$ cat config.mk
export PLATFORM = sky130hd
export DESIGN_NAME = softmax_sub_sequencer
export DESIGN_NICKNAME = d
export VERILOG_FILES = /design/src/rtl/softmax_sub_sequencer.sv
export SDC_FILE = /design/constraint.sdc
export NUM_CORES = 1
export LEC_CHECK = 0
export ABC_AREA = 1
export BUFFER_PORTS_ARGS = -buffer_cell sky130_fd_sc_hd__buf_2
export CAP_MARGIN = 25
export CORE_ASPECT_RATIO = 1.4
export CORE_MARGIN = 10
export CORE_UTILIZATION = 56
export CTS_BUF_LIST = sky130_fd_sc_hd__clkbuf_16
export DETAILED_ROUTE_END_ITERATION = 8
export GPL_ROUTABILITY_DRIVEN = 1
export GPL_TIMING_DRIVEN = 0
export PLACE_DENSITY = 0.71
export SETUP_SLACK_MARGIN = 0.1
export SYNTH_ARGS = -nofsm -noshare
export SYNTH_HDL_FRONTEND = slang
export SYNTH_SLANG_ARGS = --single-unit
export TNS_END_PERCENT = 30
$ cat constraint.sdc
create_clock -name clk -period 7.4 [get_ports clk]
set_input_delay 1.11 -clock clk [delete_from_list [all_inputs] [get_ports clk]]
set_output_delay 1.11 -clock clk [all_outputs]
set_load 0.03 [all_outputs]
$ cat src/rtl/softmax_sub_sequencer.sv
`default_nettype none
// ============================================================================
// Module   : softmax_sub_sequencer
// Brief    : Buffers N scores, then streams x_i - exp_sum through one subtractor.
// Revision : 1.0
// ============================================================================
module softmax_sub_sequencer #(
   parameter int N  = 10,
   parameter int DW = 8,
   parameter int SW = 9,
   parameter int IW = 4
) (
   input  logic          clk,
   input  logic          rst_n,
   input  logic          flush,
   input  logic          in_valid,
   output logic          in_ready,
   input  logic [DW-1:0] in_data,
   input  logic          sum_valid,
   output logic          sum_ready,
   input  logic [SW-1:0] sum_data,
   output logic          out_valid,
   input  logic          out_ready,
   output logic [SW-1:0] out_data,
   output logic [IW-1:0] out_idx,
   output logic          out_last,
   output logic          busy
);

   typedef enum logic [1:0] {
      LOAD     = 2'd0,
      WAIT_SUM = 2'd1,
      EMIT     = 2'd2
   } state_t;

   localparam logic [IW-1:0] c_last = IW'(N - 1);

   state_t        state_q, state_d;
   logic [IW-1:0] count_q, count_d;
   logic [SW-1:0] sum_q, sum_d;
   logic          out_valid_q, out_valid_d;
   logic [SW-1:0] out_data_q, out_data_d;
   logic [IW-1:0] out_idx_q, out_idx_d;
   logic          out_last_q, out_last_d;
   logic [DW-1:0] buf_q [N];

   logic [IW-1:0] w_rd_idx;
   logic [SW-1:0] w_sub_b;
   logic [SW-1:0] w_diff;

   // The single shared subtractor: first operand pair comes from the sum
   // handshake (element 0), later ones from the element after the current one.
   always_comb begin
      w_rd_idx = '0;
      w_sub_b  = sum_data;
      if (state_q == EMIT) begin
         w_sub_b = sum_q;
         if (out_idx_q != c_last) begin
            w_rd_idx = out_idx_q + 1'b1;
         end
      end
   end

   assign w_diff = {1'b0, buf_q[w_rd_idx]} - w_sub_b;

   always_comb begin
      state_d     = state_q;
      count_d     = count_q;
      sum_d       = sum_q;
      out_valid_d = out_valid_q;
      out_data_d  = out_data_q;
      out_idx_d   = out_idx_q;
      out_last_d  = out_last_q;
      if (flush) begin
         state_d     = LOAD;
         count_d     = '0;
         out_valid_d = 1'b0;
         out_idx_d   = '0;
         out_last_d  = 1'b0;
      end else begin
         case (state_q)
            LOAD: begin
               if (in_valid) begin
                  if (count_q == c_last) begin
                     count_d = '0;
                     state_d = WAIT_SUM;
                  end else begin
                     count_d = count_q + 1'b1;
                  end
               end
            end
            WAIT_SUM: begin
               if (sum_valid) begin
                  sum_d       = sum_data;
                  state_d     = EMIT;
                  out_valid_d = 1'b1;
                  out_data_d  = w_diff;
                  out_idx_d   = '0;
                  out_last_d  = 1'b0;
               end
            end
            EMIT: begin
               if (out_ready) begin
                  if (out_last_q) begin
                     state_d     = LOAD;
                     out_valid_d = 1'b0;
                     out_idx_d   = '0;
                     out_last_d  = 1'b0;
                  end else begin
                     out_data_d = w_diff;
                     out_idx_d  = w_rd_idx;
                     out_last_d = (w_rd_idx == c_last);
                  end
               end
            end
            default: state_d = LOAD;
         endcase
      end
   end

   always_ff @(posedge clk or negedge rst_n) begin
      if (!rst_n) begin
         state_q     <= LOAD;
         count_q     <= '0;
         sum_q       <= '0;
         out_valid_q <= 1'b0;
         out_data_q  <= '0;
         out_idx_q   <= '0;
         out_last_q  <= 1'b0;
      end else begin
         state_q     <= state_d;
         count_q     <= count_d;
         sum_q       <= sum_d;
         out_valid_q <= out_valid_d;
         out_data_q  <= out_data_d;
         out_idx_q   <= out_idx_d;
         out_last_q  <= out_last_d;
      end
   end

   // Buffer contents are don't-care after reset, so no reset branch.
   always_ff @(posedge clk) begin
      if (!flush && in_valid && (state_q == LOAD)) begin
         buf_q[count_q] <= in_data;
      end
   end

   assign in_ready  = (state_q == LOAD);
   assign sum_ready = (state_q == WAIT_SUM);
   assign out_valid = out_valid_q;
   assign out_data  = out_data_q;
   assign out_idx   = out_idx_q;
   assign out_last  = out_last_q;
   assign busy      = (state_q != LOAD) || (count_q != '0);

endmodule
`default_nettype wire

==> results of run 1 <==
[cell usage after synthesis (3+ instances only)]
cell type	n
dfrtp_1	30
nor3_1	4
o21ai_2	3
inv_2	6
buf_6	3
ha_1	10
inv_1	83
nand2_1	157
o31ai_1	3
nand4_1	29
buf_2	7
buf_4	4
a21oi_1	7
edfxtp_1	80
nand3_2	4
a31oi_1	3
nor2_1	21
nand3_1	57
xor2_1	4
or2_2	4
clkbuf_1	6
o21ai_0	23
[worst max-delay path: stages (launching register included)]
cell      delay (ns)
dfrtp_1         0.41
inv_1           0.09
ha_1            0.22
nand3_4         0.12
nand2_1         0.11
nor2_4          0.28
clkinv_1        0.36
nand2_1         0.15
nand2_1         0.07
nand2_1         0.08
nand2_1         0.07
ha_1            0.19
inv_1           0.10
fa_1            0.22
nand3_1         0.11
nand3_1         0.13
nand4_1         0.13
nand2_1         0.09
nand2_1         0.05
nand3_1         0.09
nand2_1         0.06
[metrics by stage]
stage / area (um^2) / setup slack (ns) / total power, W / instances / hold slack, ns
6_report: 6031 / 4.158 / 0.001645 / 737 / 0.4685
5_1_grt: 6031 / 3.910 / 0.001735 / 737 / 0.4912
4_1_cts: 6031 / 4.186 / 0.001651 / 737 / 0.4750
3_5_place_dp: 5734 / 4.200 / 0.001175 / 721 / 0.4568
3_3_place_gp: 5719 / 4.140 / 0.001160 / 719 / 0.4554
2_1_floorplan: 5381 / 4.566 / 0.001054 / 569 / 0.4457
[area by class of cell]
type	instances	share of cell area, %
plain buffers	20	2.012
clock inverters	7	1.183
clock buffers	9	3.734
repair buffers	42	3.485
flip-flops and latches	110	52.28
multi-input cells	349	29.42
inverters	90	5.602
well taps	110	2.282
[flip-flops by register name, indices dropped and copies added, names as in the netlist]
name and count:
buf_q 80, out_data 9, sum_q 9, count_q 4
out_idx 4, state_q 2, out_last 1, out_valid 1
[where the power goes]
group | internal [W] | switching (W)
clock network | 0.000264 | 0.000220
logic | 0.000128 | 0.000271
registers | 0.000729 | 0.0000340
[cell families after synthesis]
kind of cell	synth area share (%)
XOR/XNOR	0.9765
AO/OA/AOI/OAI	4.883
adder cells (fa/ha/maj)	2.697
multiplexers	0.1860
AND/OR/NAND/NOR	24.13
flip-flops	58.59
buffers and inverters	8.533
[layer usage]
metal	up-vias	part of all wire, %
met5	-	0
met4	0	2.6
met3	28	5.8
met2	162	53
met1	1930	38
li1	1995	-
[worst paths after layout]
check	slack [ns]	endpoint	cells after the start
setup reg to reg	4.16	out_data[8]	20
min in group asynchronous	0.80	out_valid	1
max in group asynchronous	6.15	out_data[4]	1
hold / removal	0.47	out_data[1]	2
setup / recovery	4.16	out_data[8]	20
hold reg to reg	0.47	out_data[1]	2
==> results by group, run 1 <==
Worst setup path
  – Setup crit start kind: register
  – Critical path fanouts, max: 9
  – WP data arrival: 3.48 ns
  – Worst setup path start: out_idx[1]
  – R2R Path Start: out_idx[1]
  – Crit. End Element: register
  – Crit path required time: 7.64 ns
  – Critical path type: reg2reg

Floorplan
  – Die height: 136.0 um
  – Rows: 42
  – # IOs: 41
  – Initial Util: 57.21%
  – Core Footprint: 9407 um^2
  – Die ar.: 13990 um^2
  – Die width: 102.9 um

CTS
  – CTS tree: done
  – H-Tree Depth: 3
  – CTS Sinks: 110
  – Root Driver: clkbuf_16
  – Num CTS Buffers: 9
  – CTS Buffer Depth: 2
  – CTS Hold Bufs: 0
  – PostCTS Resize Cnt: 0
  – Clock Pin Slew Worst Setup and Hold Paths: 0.07 ns
  – Clock latency on the worst-skew pair: 0.35 ns
  – Post-CTS setup buffers: 0

Synth
  – Post-Syn Area per Cell: 9.458 um^2
  – Unique masters post-synth: 36
  – Flops & latches, synth: 110
  – Synthesized instance count: 569
  – Post-synth EDFFs: 80
  – Area share of the leading cell type in the synthesized netlist: 44.64%
  – Async SR Flop Fraction: 27.27%
  – Syn_nets: 603
  – Post-synthesis sequential area ratio: 58.59%
  – Syn Std Cell Area: 5381 um^2
  – Top_reg_cell synth: edfxtp_1
  – Top cells by area, synth: edfxtp_1, dfrtp_1, nand2_1, inv_1, nand3_1
  – YS warnings: 0
  – Post-synth top area cell: edfxtp_1

Drt
  – 1st-iter DRT viols: 323
  – Avg Vias per Cell: 5.583
  – Via Count: 4115
  – Antenna Violating Nets Remaining: 0
  – Post-route DRC: 0
  – Total Wirelength: 12.58 mm
  – Routed len/inst: 17.07 um
  – DR pass1 iterations: 5

Global routing
  – Vias in the first global route: 4108
  – Largest net degree at the start of global routing: 31
  – Global-route wire length before repair: 20.27 mm
  – Met1 usage: 21.11%
  – Global Route Usage Sum: 18.89%
  – Total grt overflow: 0
  – Initial antenna violation count: 0
  – Met3 GRT Util: 3.506%
  – GRT met2 Usage: 34.48%
  – Top Usage Layer GRT: met2

Layout
  – Area grow syn2layout: 12.07%
  – Final core utilization: 64.11%
  – Final layout net count: 656
  – Commonest non-fill, non-tap cell in the layout: nand2_1
  – # diodes: 0
  – Share of cells above drive strength 1: 15.47%
  – Commonest cells after routing, fill and taps aside: nand2_1, inv_1, edfxtp_1
  – Multi-input logic area: 1774 um^2
  – Filler instances: 765
  – Register area: 3153 um^2

STA
  – Slew Viols, Final: 0
  – RSZ-0062 raised after global routing: false
  – # setup viols final: 0
  – Crit share post-route: 43.81%
  – Rel. slew slack: 37.43%
  – Minimum clock period: 3.242 ns
  – Fin. Hold Viols: 0
  – Skew final: 0.006248 ns
  – Slew @ Worst Pin: 0.9351 ns
  – Max Clock Freq: 308.5 MHz
  – Setup TNS: 0 ns

Power
  – Power Dens Cells: 272.8 nW/um^2
  – Peak supply drop: 0.0001367 V
  – Leak Pwr: 2.771 nW

Min path
  – Worst hold path type: reg2reg
  – Worst hold start: out_data[1]

Placed design
  – HPWL Detailed: 9.137 mm
  – Placer Congestion: 0.9450
  – Number of port buffers: 40

Flow run
  – Max-Cap Viols: 0

Run status
  – Status: finished, final reports clean
Note: power is estimated with default switching activity, not from simulation.
==> inputs of run 2 (changes only) <==
Clock period 7.4 ns to 3.2 ns, I/O delays scaled along.
==> run 2 against run 1 <==
- worst setup slack worse by 4.0 ns
- combinational power is 140% higher
- die area stayed put
- maximum frequency is 8.1% higher
- sequential share of layout area is 0.61 points lower
- routed wire length is 0.56% higher
==> results by group, run 2 (synthesis results as in run 1) <==
Global routing
  – Global Route Usage Sum: 18.89% (unchanged)
  – Vias in the first global route: 4100 (was 4108)
  – Global-route wire length before repair: 20.27 mm (unchanged)
  – Total grt overflow: 0 (unchanged)
  – Initial antenna violation count: 0 (unchanged)
  – Largest net degree at the start of global routing: 31 (unchanged)

Layout
  – Filler instances: 759 (was 765)
  – Register area: 3154 um^2 (was 3153 um^2)
  – # diodes: 0 (unchanged)
  – Share of cells above drive strength 1: 17.30% (was 15.47%)
  – Area grow syn2layout: 13.44% (was 12.07%)
  – Biggest register: buf_q (unchanged)
  – Max reg flops: 80 (unchanged)
  – Final core utilization: 64.90% (was 64.11%)
  – Multi-input logic area: 1805 um^2 (was 1774 um^2)
  – Commonest cells after routing, fill and taps aside: nand2_1, inv_1, edfxtp_1 (unchanged)
  – Final layout net count: 659 (was 656)
  – Commonest non-fill, non-tap cell in the layout: nand2_1 (unchanged)

Run status
  – Status: finished, final reports clean (unchanged)

STA
  – Fin. Hold Viols: 0 (unchanged)
  – Crit share post-route: 93.70% (was 43.81%)
  – Rel. slew slack: 36.36% (was 37.43%)
  – # setup viols final: 0 (unchanged)
  – Slew @ Worst Pin: 0.9511 ns (was 0.9351 ns)
  – Slew Viols, Final: 0 (unchanged)
  – Setup TNS: 0 ns (unchanged)
  – Max Clock Freq: 333.5 MHz (was 308.5 MHz)
  – Minimum clock period: 2.999 ns (was 3.242 ns)
  – RSZ-0062 raised after global routing: true (was false)
  – Skew final: 0.006422 ns (was 0.006248 ns)
  – Hold WS: 0.1676 ns (was 0.4685 ns)

Worst setup path
  – Critical Path End: out_data[7] (was out_data[8])
  – Crit. End Element: register (unchanged)
  – Critical path fanouts, max: 10 (was 9)
  – WP data arrival: 3.24 ns (was 3.48 ns)
  – Critical path type: reg2reg (unchanged)
  – R2R Path Start: out_idx[1] (unchanged)
  – Reg-to-Reg End: out_data[7] (was out_data[8])
  – Setup crit start kind: register (unchanged)
  – Crit path required time: 3.44 ns (was 7.64 ns)
  – Reg2Reg Depth: 20 (unchanged)
  – Worst setup path start: out_idx[1] (unchanged)
  – R2R setup slack: 0.20 ns (was 4.16 ns)

CTS
  – Root Driver: clkbuf_16 (unchanged)
  – CTS tree: done (unchanged)
  – Clock latency on the worst-skew pair: 0.35 ns (about the same)
  – CTS Buffer Depth: 2 (unchanged)
  – H-Tree Depth: 3 (unchanged)
  – Num CTS Buffers: 9 (unchanged)
  – CTS Hold Bufs: 0 (unchanged)
  – CTS Sinks: 110 (unchanged)
  – Clock Pin Slew Worst Setup and Hold Paths: 0.07 ns (about the same)

Floorplan
  – # IOs: 41 (unchanged)
  – Die height: 136.0 um (unchanged)
  – Rows: 42 (unchanged)
  – Die ar.: 13990 um^2 (unchanged)
  – Die width: 102.9 um (unchanged)
  – Core Footprint: 9407 um^2 (unchanged)
  – Initial Util: 57.21% (unchanged)

Power
  – Leak Pwr: 2.805 nW (was 2.771 nW)
  – Power Dens Cells: 626.7 nW/um^2 (was 272.8 nW/um^2)
  – Peak supply drop: 0.0003155 V (was 0.0001367 V)

Drt
  – 1st-iter DRT viols: 289 (was 323)
  – Avg Vias per Cell: 5.519 (was 5.583)
  – Antenna Violating Nets Remaining: 0 (unchanged)
  – Post-route DRC: 0 (unchanged)
  – Via Count: 4084 (was 4115)
  – DR pass1 iterations: 5 (unchanged)
  – Routed len/inst: 17.10 um (was 17.07 um)
  – Total Wirelength: 12.65 mm (was 12.58 mm)

Min path
  – Worst hold path type: in2async (was reg2reg)

Flow run
  – Max-Cap Viols: 0 (unchanged)

Placed design
  – Number of port buffers: 40 (unchanged)
  – HPWL Detailed: 9.137 mm (unchanged)
  – Placer Congestion: 0.9450 (unchanged)
-- run 2: cell types whose count changed in the layout (fill, tap and decap cells not counted), moves of 2 or more --
cell      previous run  this run
buf_6                3         5
buf_2               49        46
buf_4                4         7
clkbuf_1             6         4
clkbuf_2             0         2
nand3_1             57        55
-- run 2: per-stage QoR --
stage / area (um^2) / total power [W] / cells / setup slack, ns
floorplan: 5381 / 0.002438 / 569 / 0.3658
global placement: 5719 / 0.002682 / 719 / 0.08220
detailed placement: 5734 / 0.002718 / 721 / 0.00005329
CTS: 6050 / 0.003823 / 737 / 0.1008
global route: 6105 / 0.004032 / 740 / 0.01065
finish: 6105 / 0.003826 / 740 / 0.2015
-- run 2: layout make-up --
cell class              count  share of cell area (%)
flip-flops and latches    110                   51.67
multi-input cells         349                   29.58
inverters                  90                   5.554
repair buffers             45                   3.812
clock buffers               9                   3.689
plain buffers              20                   2.275
well taps                 110                   2.255
clock inverters             7                   1.168
-- run 2: how the worst min path moves through the flow --
stage / to / cells after the start / from
after global placement: out_data[1] / 2 / out_data[1]
after CTS: count_q[0] / 1 / rst_n
after detailed placement: out_data[1] / 2 / out_data[1]
after global routing: out_valid / 1 / rst_n
after floorplan: count_q[0] / 0 / rst_n
final: out_valid / 1 / rst_n
-- run 2: critical path, cell delays in order, from the launching register on --
cell and delay (ns):
dfrtp_1 0.42, inv_1 0.10, ha_1 0.20, nand3_4 0.13, buf_4 0.21, nand2_2 0.20
nand2_1 0.08, nand3_1 0.09, nand2_1 0.06, nand2_1 0.06, nand2_1 0.07, nand2_1 0.09
nand2_1 0.06, ha_1 0.34, inv_1 0.07, o21ai_0 0.26, a31oi_1 0.16, nand2_1 0.11
nand2_1 0.05, nand3_1 0.08, nand2_1 0.06
-- run 2: metal layers --
metal	vias up	part of all wire [%]	track usage (%)
li1	1998	-	-
met1	1926	39	21.11
met2	138	54	34.48
met3	22	5.2	3.506
met4	0	2.1	6.822
met5	-	0	0
-- run 2: timing repair --
item,4_1_cts,5_1_grt
pin swaps,0,2
setup endpoints to repair,3,5
resized for setup,5,14
setup buffers,0,3
-- run 2: report_power, final --
group	total [W]	switching [W]	internal, W
registers	0.00176	0.0000796	0.00169
logic	0.000940	0.000636	0.000304
clock network	0.00112	0.000511	0.000610
total	0.00383	0.00123	0.00260
==> inputs of run 3 (changes only) <==
Settings changed: CORE_UTILIZATION 56 to 65, PLACE_DENSITY 0.71 to 0.81.
Clock period 3.2 ns to 3.5 ns, I/O delays scaled along.
==> run 3 against run 2 <==
- final cell count decreased by 0.95%
- non-clock buffer count rose by 1
- largest power group unchanged
- power down 11%
- utilization grew 9.4 points
- via count is 2.9% higher
- register-to-register slack gained 0.14 ns
- combinational power shrank 9.9%
- highest routed layer unchanged
- worst setup slack better by 0.14 ns
- maximum frequency is 5.0% lower
- hold slack improved by 0.041 ns
- flip-flop and latch count unchanged
- sequential power decreased by 9%
==> results by group, run 3 (synthesis results as in run 1) <==
Run status
  – Status: finished, final reports clean (unchanged)

Placed design
  – Number of port buffers: 40 (unchanged)
  – Place WS: 0.3723 ns (was 0.00005329 ns)
  – Placer Congestion: 0.9148 (was 0.9450)
  – HPWL Detailed: 8.965 mm (was 9.137 mm)

Layout
  – Biggest register: buf_q (unchanged)
  – Commonest non-fill, non-tap cell in the layout: nand2_1 (unchanged)
  – # diodes: 0 (unchanged)
  – Final layout net count: 660 (was 659)
  – Filler instances: 582 (was 759)
  – Share of cells above drive strength 1: 15.69% (was 17.30%)
  – Commonest cells after routing, fill and taps aside: nand2_1, inv_1, edfxtp_1 (unchanged)
  – Final core utilization: 74.34% (was 64.90%)
  – Register area: 3153 um^2 (was 3154 um^2)
  – Area grow syn2layout: 11.90% (was 13.44%)
  – Max reg flops: 80 (unchanged)
  – Multi-input logic area: 1769 um^2 (was 1805 um^2)

Drt
  – Routed len/inst: 17.17 um (was 17.10 um)
  – DR pass1 iterations: 5 (unchanged)
  – Via Count: 4201 (was 4084)
  – Total Wirelength: 12.58 mm (was 12.65 mm)
  – Avg Vias per Cell: 5.731 (was 5.519)
  – Antenna Violating Nets Remaining: 0 (unchanged)
  – 1st-iter DRT viols: 400 (was 289)
  – Post-route DRC: 0 (unchanged)

Power
  – Peak supply drop: 0.0004768 V (was 0.0003155 V)
  – Power Dens Cells: 563.4 nW/um^2 (was 626.7 nW/um^2)
  – Leak Pwr: 2.783 nW (was 2.805 nW)

Worst setup path
  – Crit. End Element: register (unchanged)
  – WP data arrival: 3.38 ns (was 3.24 ns)
  – Setup crit start kind: register (unchanged)
  – Crit path max-delay cell type: dfrtp_1 (unchanged)
  – Crit path required time: 3.73 ns (was 3.44 ns)
  – Critical path type: reg2reg (unchanged)
  – R2R setup slack: 0.34 ns (was 0.20 ns)
  – Kind of cell adding the most delay to the critical path: simple AND/OR/NAND/NOR gates (unchanged)
  – Slowest stage delay, CP: 0.44 ns (was 0.42 ns)
  – Critical path buffers and inverters: 2 (was 3)
  – Crit-path cells: ha_1, nand3_4, nand3_2, clkbuf_4, nand2_1, nand3_1, nand2_1, nand2_1, nand2_1, nand2_1, nand2_1, ha_1, inv_1, fa_1, nand3_1, nand3_1, a21oi_1, xor2_1, o21ai_0 (was inv_1, ha_1, nand3_4, buf_4, nand2_2, nand2_1, nand3_1, nand2_1, nand2_1, nand2_1, nand2_1, nand2_1, ha_1, inv_1, o21ai_0, a31oi_1, nand2_1, nand2_1, nand3_1, nand2_1)
  – Reg-to-Reg End: out_data[6] (was out_data[7])
  – Crit path top cell by count: nand2_1 (unchanged)
  – R2R Path Start: out_idx[0] (was out_idx[1])
  – Reg2Reg Depth: 19 (was 20)
  – Critical path fanouts, max: 10 (unchanged)

CTS
  – Clock Pin Slew Worst Setup and Hold Paths: 0.07 ns (about the same)
  – Num CTS Buffers: 9 (unchanged)
  – CTS tree: done (unchanged)
  – Clock latency on the worst-skew pair: 0.35 ns (about the same)
  – CTS Hold Bufs: 0 (unchanged)
  – CTS Sinks: 110 (unchanged)
  – H-Tree Depth: 3 (unchanged)
  – Root Driver: clkbuf_16 (unchanged)
  – CTS Buffer Depth: 2 (unchanged)

STA
  – Slew @ Worst Pin: 0.9969 ns (was 0.9511 ns)
  – Slew Viols, Final: 0 (unchanged)
  – Skew final: 0.003595 ns (was 0.006422 ns)
  – Minimum clock period: 3.155 ns (was 2.999 ns)
  – Setup TNS: 0 ns (unchanged)
  – # setup viols final: 0 (unchanged)
  – RSZ-0062 raised after global routing: true (unchanged)
  – Crit share post-route: 90.15% (was 93.70%)
  – Fin. Hold Viols: 0 (unchanged)
  – Final Worst Setup Slack: 0.3446 ns (was 0.2015 ns)
  – Max Clock Freq: 316.9 MHz (was 333.5 MHz)
  – Rel. slew slack: 33.29% (was 36.36%)

Min path
  – Worst hold path type: in2async (unchanged)

Global routing
  – Global-route wire length before repair: 20.30 mm (was 20.27 mm)
  – Initial antenna violation count: 0 (unchanged)
  – Global Route Usage Sum: 20.56% (was 18.89%)
  – Vias in the first global route: 4258 (was 4100)
  – Largest net degree at the start of global routing: 31 (unchanged)
  – Total grt overflow: 0 (unchanged)

Floorplan
  – Rows: 39 (was 42)
  – # IOs: 41 (unchanged)
  – Initial Util: 66.43% (was 57.21%)
  – Die height: 127.7 um (was 136.0 um)
  – Core Footprint: 8100 um^2 (was 9407 um^2)
  – Die ar.: 12370 um^2 (was 13990 um^2)
  – Die width: 96.90 um (was 102.9 um)

Flow run
  – Max-Cap Viols: 0 (unchanged)
run 3: cell count changes in the layout (fill, tap and decap cells not counted), moves of 2 or more:
cell,change
buf_2,+3
buf_6,-2
clkbuf_1,+2
clkbuf_2,-2
clkinv_2,-2
inv_1,+2
nand3_1,+2
run 3: metal layers:
layer / vias up / share of wire, % / track usage, % / routed length (um)
met3: 53 / 5.7 / 3.020 / 712
met2: 171 / 52 / 36.08 / 6492
met4: 0 / 5.2 / 14.53 / 659
met1: 1978 / 37 / 22.33 / 4718
met5: - / 0 / 0 / 0
li1: 1999 / - / - / -
run 3: report_power, final:
| group | total [W] | switching, W | internal (W) |
|---|---|---|---|
| sequential | 0.00161 | 0.0000723 | 0.00154 |
| combinational | 0.000847 | 0.000576 | 0.000271 |
| clock | 0.000933 | 0.000453 | 0.000480 |
| total | 0.00339 | 0.00110 | 0.00229 |
run 3: timing repair:
action | 4_1_cts | 5_1_grt
setup buffers | 0 | 3
resized for setup | 0 | 2
setup endpoints to repair | 0 | 3
run 3: through the flow:
stage | cells | power, W | instance area (um^2) | hold slack [ns]
after floorplan | 569 | 0.002229 | 5381 | 0.2294
after global placement | 711 | 0.002447 | 5709 | 0.4560
after detailed placement | 714 | 0.002483 | 5724 | 0.4677
after CTS | 730 | 0.003395 | 5993 | 0.2334
after global routing | 733 | 0.003560 | 6022 | 0.2675
final | 733 | 0.003393 | 6022 | 0.2082
run 3: area by class of cell:
class	instances	share of cell area [%]
flip-flops and latches	110	52.36
well taps	102	2.119
plain buffers	20	2.057
inverters	90	5.672
repair buffers	46	3.948
clock inverters	7	0.7272
clock buffers	9	3.740
multi-input cells	349	29.38
run 3: how the worst max path moves through the flow:
stage	start	endpoint	slack, ns	depth (start not counted)
2_1_floorplan	out_idx[1]	out_data[6]	0.67	20
3_3_place_gp	out_idx[0]	out_data[6]	0.39	19
3_5_place_dp	out_idx[0]	out_data[8]	0.37	19
4_1_cts	out_idx[0]	out_data[8]	0.36	19
5_1_grt	out_idx[1]	out_data[6]	0.07	20
6_report	out_idx[0]	out_data[6]	0.34	19
run 3: worst reg2reg max path: cells and delay by family, from the launching register on:
kind,cells,cell delay [ns]
xor+xnor,1,0.15
flops,1,0.44
simple gates,11,1.03
buf+inv,2,0.31
fa+ha+maj,3,0.80
compound gates,2,0.30
